<file path="config.mk">
export PLATFORM = sky130hd
export DESIGN_NAME = uart_rx
export DESIGN_NICKNAME = d
export VERILOG_FILES = /design/src/rtl/uart_pkg.sv /design/src/rtl/uart_rx_sync.sv /design/src/rtl/uart_rx.sv
export SDC_FILE = /design/constraint.sdc
export NUM_CORES = 1
export LEC_CHECK = 0
export CAP_MARGIN = 40
export CORE_ASPECT_RATIO = 0.9
export CORE_UTILIZATION = 54
export DETAILED_ROUTE_END_ITERATION = 12
export PLACE_DENSITY = 0.86
export SLEW_MARGIN = 20
export SYNTH_ARGS = -nofsm -noshare
export SYNTH_HDL_FRONTEND = slang
export SYNTH_SLANG_ARGS = --single-unit
</file>
<file path="constraint.sdc">
create_clock -name bclk -period 2.39 [get_ports bclk]
set_input_delay 0.478 -clock bclk [delete_from_list [all_inputs] [get_ports bclk]]
set_output_delay 0.478 -clock bclk [all_outputs]
set_load 0.03 [all_outputs]
</file>
<file path="src/rtl/uart_pkg.sv">
// rtl/uart_pkg.sv - shared UART constants, receiver state encoding and sample-point helpers
package uart_pkg;

  localparam int OVERSAMPLE = 16;
  localparam int DATA_BITS  = 8;

  typedef enum logic [2:0] {
    IDLE      = 3'd0,
    START     = 3'd1,
    DATA      = 3'd2,
    STOP      = 3'd3,
    WAIT_HIGH = 3'd4
  } rx_state_t;

  // Majority taps sit around mid-bit; the bit is decided on the last tap.
  function automatic int sample_first(input int os);
    return os / 2 - 1;
  endfunction

  function automatic int sample_mid(input int os);
    return os / 2;
  endfunction

  function automatic int sample_last(input int os);
    return os / 2 + 1;
  endfunction

  localparam int SAMPLE_FIRST = sample_first(OVERSAMPLE);
  localparam int SAMPLE_MID   = sample_mid(OVERSAMPLE);
  localparam int SAMPLE_LAST  = sample_last(OVERSAMPLE);

endpackage

</file>
<file path="src/rtl/uart_rx_sync.sv">
// rtl/uart_rx_sync.sv - 2-flop RX synchronizer plus 3-tap majority vote over consecutive rx_s samples
module uart_rx_sync (
  input  logic bclk,
  input  logic rst,
  input  logic rx,
  output logic rx_s,
  output logic vote
);

  logic s1, s2, h0, h1;

  // Flops reset to the idle-high line level so reset never looks like a start bit.
  always_ff @(posedge bclk or negedge rst) begin
    if (!rst) begin
      s1 <= 1'b1;
      s2 <= 1'b1;
      h0 <= 1'b1;
      h1 <= 1'b1;
    end else begin
      s1 <= rx;
      s2 <= s1;
      h0 <= s2;
      h1 <= h0;
    end
  end

  assign rx_s = s2;
  assign vote = (s2 & h0) | (s2 & h1) | (h0 & h1);

endmodule

</file>
<file path="src/rtl/uart_rx.sv">
// rtl/uart_rx.sv - 8N1 UART receiver on the 16x-baud clock with done strobe and framing-error flag
module uart_rx
  import uart_pkg::*;
#(
  parameter int DATA_BITS  = uart_pkg::DATA_BITS,
  parameter int OVERSAMPLE = uart_pkg::OVERSAMPLE
) (
  input  logic                 bclk,
  input  logic                 rst,
  input  logic                 RX,
  output logic [DATA_BITS-1:0] rx_dout,
  output logic                 rx_done,
  output logic                 frame_err,
  output logic                 rx_busy
);

  localparam int CNT_W = $clog2(OVERSAMPLE);
  localparam int IDX_W = $clog2(DATA_BITS + 1);
  localparam logic [CNT_W-1:0] CNT_DECIDE = CNT_W'(sample_last(OVERSAMPLE));
  localparam logic [CNT_W-1:0] CNT_LAST   = CNT_W'(OVERSAMPLE - 1);

  rx_state_t            state, state_n;
  logic [CNT_W-1:0]     cnt, cnt_n;
  logic [IDX_W-1:0]     bit_idx, idx_n;
  logic [DATA_BITS-1:0] shreg, sh_n, dout_n;
  logic                 done_n, err_n;
  logic                 rx_s, vote, decide, wrap;

  uart_rx_sync u_sync (
    .bclk (bclk),
    .rst  (rst),
    .rx   (RX),
    .rx_s (rx_s),
    .vote (vote)
  );

  always_ff @(posedge bclk or negedge rst) begin
    if (!rst) begin
      state     <= IDLE;
      cnt       <= '0;
      bit_idx   <= '0;
      shreg     <= '0;
      rx_dout   <= '0;
      rx_done   <= 1'b0;
      frame_err <= 1'b0;
    end else begin
      state     <= state_n;
      cnt       <= cnt_n;
      bit_idx   <= idx_n;
      shreg     <= sh_n;
      rx_dout   <= dout_n;
      rx_done   <= done_n;
      frame_err <= err_n;
    end
  end

  assign decide  = (cnt == CNT_DECIDE);
  assign wrap    = (cnt == CNT_LAST);
  assign rx_busy = (state != IDLE);

  always_comb begin
    state_n = state;
    cnt_n   = cnt + CNT_W'(1);
    idx_n   = bit_idx;
    sh_n    = shreg;
    dout_n  = rx_dout;
    done_n  = 1'b0;
    err_n   = 1'b0;
    case (state)
      IDLE: begin
        // The detecting cycle is cnt=0 of the start bit, so the next one is 1.
        cnt_n = '0;
        if (!rx_s) begin
          state_n = START;
          cnt_n   = CNT_W'(1);
        end
      end
      START: begin
        if (decide && vote) begin
          state_n = IDLE;
        end else if (wrap) begin
          state_n = DATA;
          idx_n   = '0;
        end
      end
      DATA: begin
        if (decide) sh_n = {vote, shreg[DATA_BITS-1:1]};
        if (wrap) begin
          if (bit_idx == IDX_W'(DATA_BITS - 1)) state_n = STOP;
          else                                  idx_n   = bit_idx + IDX_W'(1);
        end
      end
      STOP: begin
        // Leaving at mid-stop gives half a bit of slack for back-to-back frames.
        if (decide) begin
          if (vote) begin
            dout_n  = shreg;
            done_n  = 1'b1;
            state_n = IDLE;
          end else begin
            err_n   = 1'b1;
            state_n = WAIT_HIGH;
          end
        end
      end
      WAIT_HIGH: begin
        if (rx_s) state_n = IDLE;
      end
      default: state_n = IDLE;
    endcase
  end

endmodule

</file>
==> reports/results.txt, run 1 <==
status: completed
die height: 50.1 µm
DP Cell Count: 145
Die Footprint: 2780 µm²
fin cells: 153
vias in the first global route: 823
CTS Sinks: 33
routed len/inst: 13.6 µm
Layout Nets: 130
period utilization: 94.5%
num ports: 14
Final TNS setup: 0 ps
total of fill cells in the finished design: 165
CP Max Fanout: 10
share of layout cells above drive strength 1: 26.4%
CP required: 1910 ps
max_cap viols: 0
area of the multi-input gates: 522 µm²
htree depth: 2
TritonCTS Buffers: 5
critical path class: flip-flop to output port
Reg area: 831 µm²
Arr. time, crit path: 1780 ps
Setup-failing EPs final: 0
later-pin clock latency in the skew report: 330 ps
top cells by area, synth: dfrtp_1, mux2_2, dfstp_2
min Tclk post-route: 2260 ps
Rows: 17
worst reg2reg path depth: 3
DRC violations left: 0
GPL Wtd Cong: 0.809
Finished Cell Area: 1640 µm²
setup bufs post-CTS: 0
Avg Inst Size Synth: 13.3 µm²
RSZ-0062 raised after global routing: false
Root Driver: clkbuf_4
Routed WL: 2080 µm
area leader, netlist: dfrtp_1
Hold Crit Depth: 0
CP endpoint: rx_busy
Hold Buf Count CTS: 0
pwr/cell area: 822 nW/µm²
Via Count: 859
Power Total: 1.34 mW
Bufs on Longest Clock Path: 2
Worst Skew: 7.89 ps
CP endpoint kind: output port
Final ANT Viol Nets: 0
min-delay worst type: flip-flop to flip-flop
grt ovf: 0
placed cell area: 1550 µm²
fin. max-slew vios: 0
Synth Instances: 104
CTS resizes: 0
area share of the leading cell type in the synthesized netlist: 52.3%
Reg2Reg Launch Point: state[1]
Layout Area Growth over Synthesis: 17.9%
CP startpoint: state[1]
Synth Warn #: 0
Initial DRC Count: 16
Fmax achieved: 443 MHz
TritonCTS clock tree: yes
I/O Buffers: 13
synthesis-stage register bit count: 33
sequential share of the synthesized area: 59.9%
worst slew pin tran: 391 ps
Slew HR: 73.9%
flop-to-flop setup slack: 570 ps
DIE WIDTH: 55.4 µm
Netlist cell types: 27
CTS clk-pin slew, worst paths: 90 ps
first-pass GRT wire length: 3490 µm
Pre-antenna DRT Iters: 5
Post-DP HPWL: 1490 µm
post-synth net total: 110
Total GRT Usage: 17.2%
Critical Path Start Type: flip-flop
Initial Util: 56.7%
Hold Fails Final Rpt: 0
peak supply drop: 0.787 mV
initial antenna violation count: 0
Core Box Area: 2450 µm²
Ant. Diodes: 0
capturing point of the worst reg2reg path: shreg[6]
post-synthesis cell area: 1390 µm²
Leak: 0.781 nW
Via density: 5.61
hold path startpoint: u_sync.s1
pin count of the biggest net entering global routing: 34
==> power breakdown <==
| group | total (mW) | switching [mW] | internal (mW) |
|---|---|---|---|
| Combinational | 0.233 | 0.125 | 0.107 |
| Sequential | 0.687 | 0.0764 | 0.611 |
| Clock | 0.425 | 0.175 | 0.250 |
| Total | 1.34 | 0.377 | 0.968 |
==> metrics by stage <==
step           hold slack, ps  worst slack (ps)  utilization (%)
6_report                  367               133             66.9
5_1_grt                   370              68.6             66.9
4_1_cts                   367               117             66.9
3_5_place_dp              353               502             63.4
3_3_place_gp              348               525             63.4
2_1_floorplan             182               742                -
==> per-layer routing <==
metal  track usage, %  share of wire [%]  routed length (µm)
met1             20.5                 46                 947
met2             27.1                 47                 977
met3             4.99                4.0                  84
met4             11.7                3.5                  72
met5                0                  0                   0
==> worst min path at each step <==
stage                        to  slack (ps)
CTS                 u_sync.rx_s         370
global placement    u_sync.rx_s         350
finish              u_sync.rx_s         370
global route        u_sync.rx_s         370
detailed placement  u_sync.rx_s         350
floorplan            bit_idx[0]         180
==> worst max-delay path, stage by stage, from the launching register on <==
cell             delay (ps)
dfrtp_1                 500
nor3_1                  290
inv_1                    70
clkdlybuf4s50_1         590
==> kinds of logic after synthesis <==
kind of cell    count (synthesis)  synth area share, %
flops                          33                 59.9
simple gates                   32                 14.2
mux                            19                 15.1
buf+inv                         7                 2.52
compound gates                  6                 2.89
fa+ha+maj                       4                 3.43
xor+xnor                        3                 1.89
==> sequential cells by signal, indices dropped and copies added, names as in the netlist <==
name / flops
u_sync.h1: 1
u_sync.h0: 1
state: 3
frame_err: 1
u_sync.s1: 1
bit_idx: 4
shreg: 8
rx_done: 1
rx_dout: 8
u_sync.rx_s: 1
cnt: 4
==> cells in the final DEF, fill, tap and decap left out <==
cell type and instances:
nor4b_4 1, nand4b_1 2, nor3_1 4, buf_4 2, o21ai_0 2, bufinv_16 1, nand2_1 5, mux2_2 16
or2b_1 1, a22oi_1 1, dfstp_2 4, o41ai_1 1, nor3_4 1, xor2_1 1, maj3_1 1, o22ai_1 1
mux2i_1 3, nand3_1 5, dfrtp_1 29, or3b_4 1, nor2_1 9, a21o_1 1, clkbuf_4 5, xnor2_1 2
inv_1 5, clkbuf_1 1, or2_2 1, clkdlybuf4s50_1 13, ha_1 3, clkbuf_8 1, nor4b_1 2
==> synthesized netlist by cell type <==
cell type and instances:
nor3_4 1, mux2_2 16, nor4b_1 2, or3b_4 1
mux2i_1 3, a21o_1 1, nand2_1 5, o21ai_0 2
xor2_1 1, buf_2 1, nand3_1 5, xnor2_1 2
buf_6 1, or2b_1 1, maj3_1 1, nor2_1 9
nor4b_4 1, or2_2 1, a22oi_1 1, o22ai_1 1
inv_1 5, nor3_1 4, nand4b_1 2, ha_1 3
o41ai_1 1, dfrtp_1 29, dfstp_2 4
==> cell type report <==
cell class                      count  area share, %
Clock buffer                        7           3.36
Clock inverter                      1           1.83
Inverter                            5           1.15
Multi-Input combinational cell     64           31.9
Sequential cell                    33           50.8
Tap cell                           28           2.14
Timing Repair Buffer               15           8.87
Power figures use the tool's default switching activity.
==> run 2, diff against run 1 <==
--- a/config.mk
+++ b/config.mk
@@ -9,6 +9,7 @@
 export CORE_ASPECT_RATIO = 0.9
 export CORE_UTILIZATION = 54
 export DETAILED_ROUTE_END_ITERATION = 12
+export GPL_TIMING_DRIVEN = 0
 export PLACE_DENSITY = 0.86
 export SLEW_MARGIN = 20
 export SYNTH_ARGS = -nofsm -noshare
==> reports/results.txt, run 2 (same netlist as run 1, synthesis figures left out) <==
Hold Buf Count CTS: 0 (unchanged)
die height: 50.1 µm (unchanged)
Post-DP HPWL: 1560 µm (+4.7%)
largest registers: rx_dout (8), shreg (8)
period utilization: 96.3% (+1.9 points)
TritonCTS clock tree: yes
status: completed
CP Max Fanout: 8 (-2)
Pre-antenna DRT Iters: 4 (-1)
routed len/inst: 14.4 µm (+5.8%)
routed wl met2: 1040 µm (+5.9%)
DIE WIDTH: 55.4 µm (unchanged)
Critical Path Start Type: flip-flop
Top Layer Used: met4
met1 wire length: 1040 µm (+9.5%)
min-delay worst type: primary input to asynchronous set/reset pin
min Tclk post-route: 2300 ps (+45.0 ps)
I/O Buffers: 13 (unchanged)
CP endpoint: rx_busy
capturing point of the worst reg2reg path: shreg[5]
Root Driver: clkbuf_4
Fmax achieved: 434 MHz (-2.0%)
CTS Sinks: 33 (unchanged)
Via density: 5.67 (+0.93%)
num ports: 14 (unchanged)
total of fill cells in the finished design: 182 (+10%)
pin count of the biggest net entering global routing: 34 (unchanged)
Arr. time, crit path: 1820 ps (+40 ps)
Final ANT Viol Nets: 0 (unchanged)
DRC violations left: 0 (unchanged)
Layout Area Growth over Synthesis: 18.5%
worst slack, placed: 181 ps (-320 ps)
GPL Wtd Cong: 0.836 (+3.3%)
grt ovf: 0 (unchanged)
TritonCTS Buffers: 5 (unchanged)
peak supply drop: 0.654 mV (-17%)
Rows: 17 (unchanged)
Via Count: 867 (+0.93%)
Sw Share: 28.4% (+0.37 points)
Leak: 0.780 nW (about the same)
routed wire length on met3: 77 µm (-8.3%)
DP Cell Count: 145 (unchanged)
initial antenna violation count: 0 (unchanged)
flop-to-flop setup slack: 570 ps (about the same)
Die Footprint: 2780 µm² (unchanged)
fin. max-slew vios: 0 (unchanged)
Reg2Reg Launch Point: state[2]
RSZ-0062 raised after global routing: false
Final TNS setup: 0 ps (unchanged)
fin util: 67.2% (+0.31 points)
Core Box Area: 2450 µm² (unchanged)
critical path class: flip-flop to output port
worst reg2reg path depth: 3 (unchanged)
share of layout cells above drive strength 1: 28.0% (+1.6 points)
Hold Fails Final Rpt: 0 (unchanged)
worst slew pin tran: 699 ps (+308 ps)
CP endpoint kind: output port
Setup-failing EPs final: 0 (unchanged)
logic gate share of total power: 20.2% (+2.9 points)
CP startpoint: state[2]
Ant. Diodes: 0 (unchanged)
Reg power frac: 48.3% (-2.8 points)
Finished Cell Area: 1640 µm² (+0.46%)
Bufs on Longest Clock Path: 2 (unchanged)
max_cap viols: 0 (unchanged)
pwr/cell area: 830 nW/µm² (+0.99%)
Total GRT Usage: 19.3% (+2.1 points)
CP required: 1910 ps (about the same)
htree depth: 2 (unchanged)
clock share of power: 31.5% (about the same)
Layout Nets: 130 (unchanged)
Net Switching: 0.387 mW (+2.8%)
Worst Skew: 10.8 ps (+2.91 ps)
most frequent cells in the layout: dfrtp_1, mux2_2, clkdlybuf4s50_1
Worst Setup Slack, final: 87.7 ps (-45.0 ps)
Initial Util: 56.7% (unchanged)
vias in the first global route: 882 (+7.2%)
later-pin clock latency in the skew report: 330 ps (about the same)
fin cells: 153 (unchanged)
P_int: 0.977 mW (+0.93%)
CTS clk-pin slew, worst paths: 100 ps (about the same)
first-pass GRT wire length: 3890 µm (+11%)
Slew HR: 53.4% (-20 points)
Initial DRC Count: 6 (-10)
setup bufs post-CTS: 0 (unchanged)
placed cell area: 1550 µm² (-0.24%)
commonest non-fill, non-tap cell in the layout: dfrtp_1
Routed WL: 2200 µm (+5.8%)
## run 2: cell type report
class                           count  area [µm²]  area share, %
Multi-Input combinational cell     64         533           32.4
Tap cell                           28        35.0           2.13
Clock inverter                      1        30.0           1.83
Sequential cell                    33         831           50.5
Inverter                            5        18.8           1.14
Timing Repair Buffer               13         125           7.61
Buffer                              2        16.3          0.989
Clock buffer                        7        55.1           3.35
## run 2: how the worst min path moves through the flow
stage	from	endpoint	slack (ps)	depth (start not counted)
5_1_grt	rst	cnt[3]	250	1
4_1_cts	rst	rx_dout[0]	200	1
2_1_floorplan	rst	bit_idx[0]	180	0
6_report	rst	state[2]	190	1
3_3_place_gp	u_sync.s1	u_sync.rx_s	350	0
3_5_place_dp	u_sync.s1	u_sync.rx_s	350	0
## run 2: timing repair
action / in CTS / in global routing
resized for setup: 1 / 1
hold endpoints to repair: 0 / 0
pin swaps: 0 / 1
endpoints found under the setup margin: 1 / 1
## run 2: power by group through the flow
stage               logic, mW  clock network (mW)  registers, mW
finish                  0.276               0.429          0.659
global route            0.306               0.459          0.665
CTS                     0.269               0.437          0.658
detailed placement      0.266                   0          0.669
global placement        0.249                   0          0.667
floorplan               0.199                   0          0.661
## run 2: per-layer routing
metal | GRT usage, % | vias up
met4 | 12.5 | 0
met1 | 24.9 | 435
met2 | 28.3 | 19
met3 | 5.77 | 7
met5 | 0 | -
li1 | - | 406
## run 2: worst max-delay path, cell delays in order (launching register included)
cell             delay [ps]
dfrtp_1                 510
nor3_4                  320
inv_1                    70
clkdlybuf4s50_1         590
## run 2: stage by stage
step                      hold slack, ps  power, mW
after global routing                 248       1.43
after CTS                            204       1.36
final                                188       1.36
after global placement               348      0.916
after detailed placement             352      0.935
after floorplan                      182      0.860
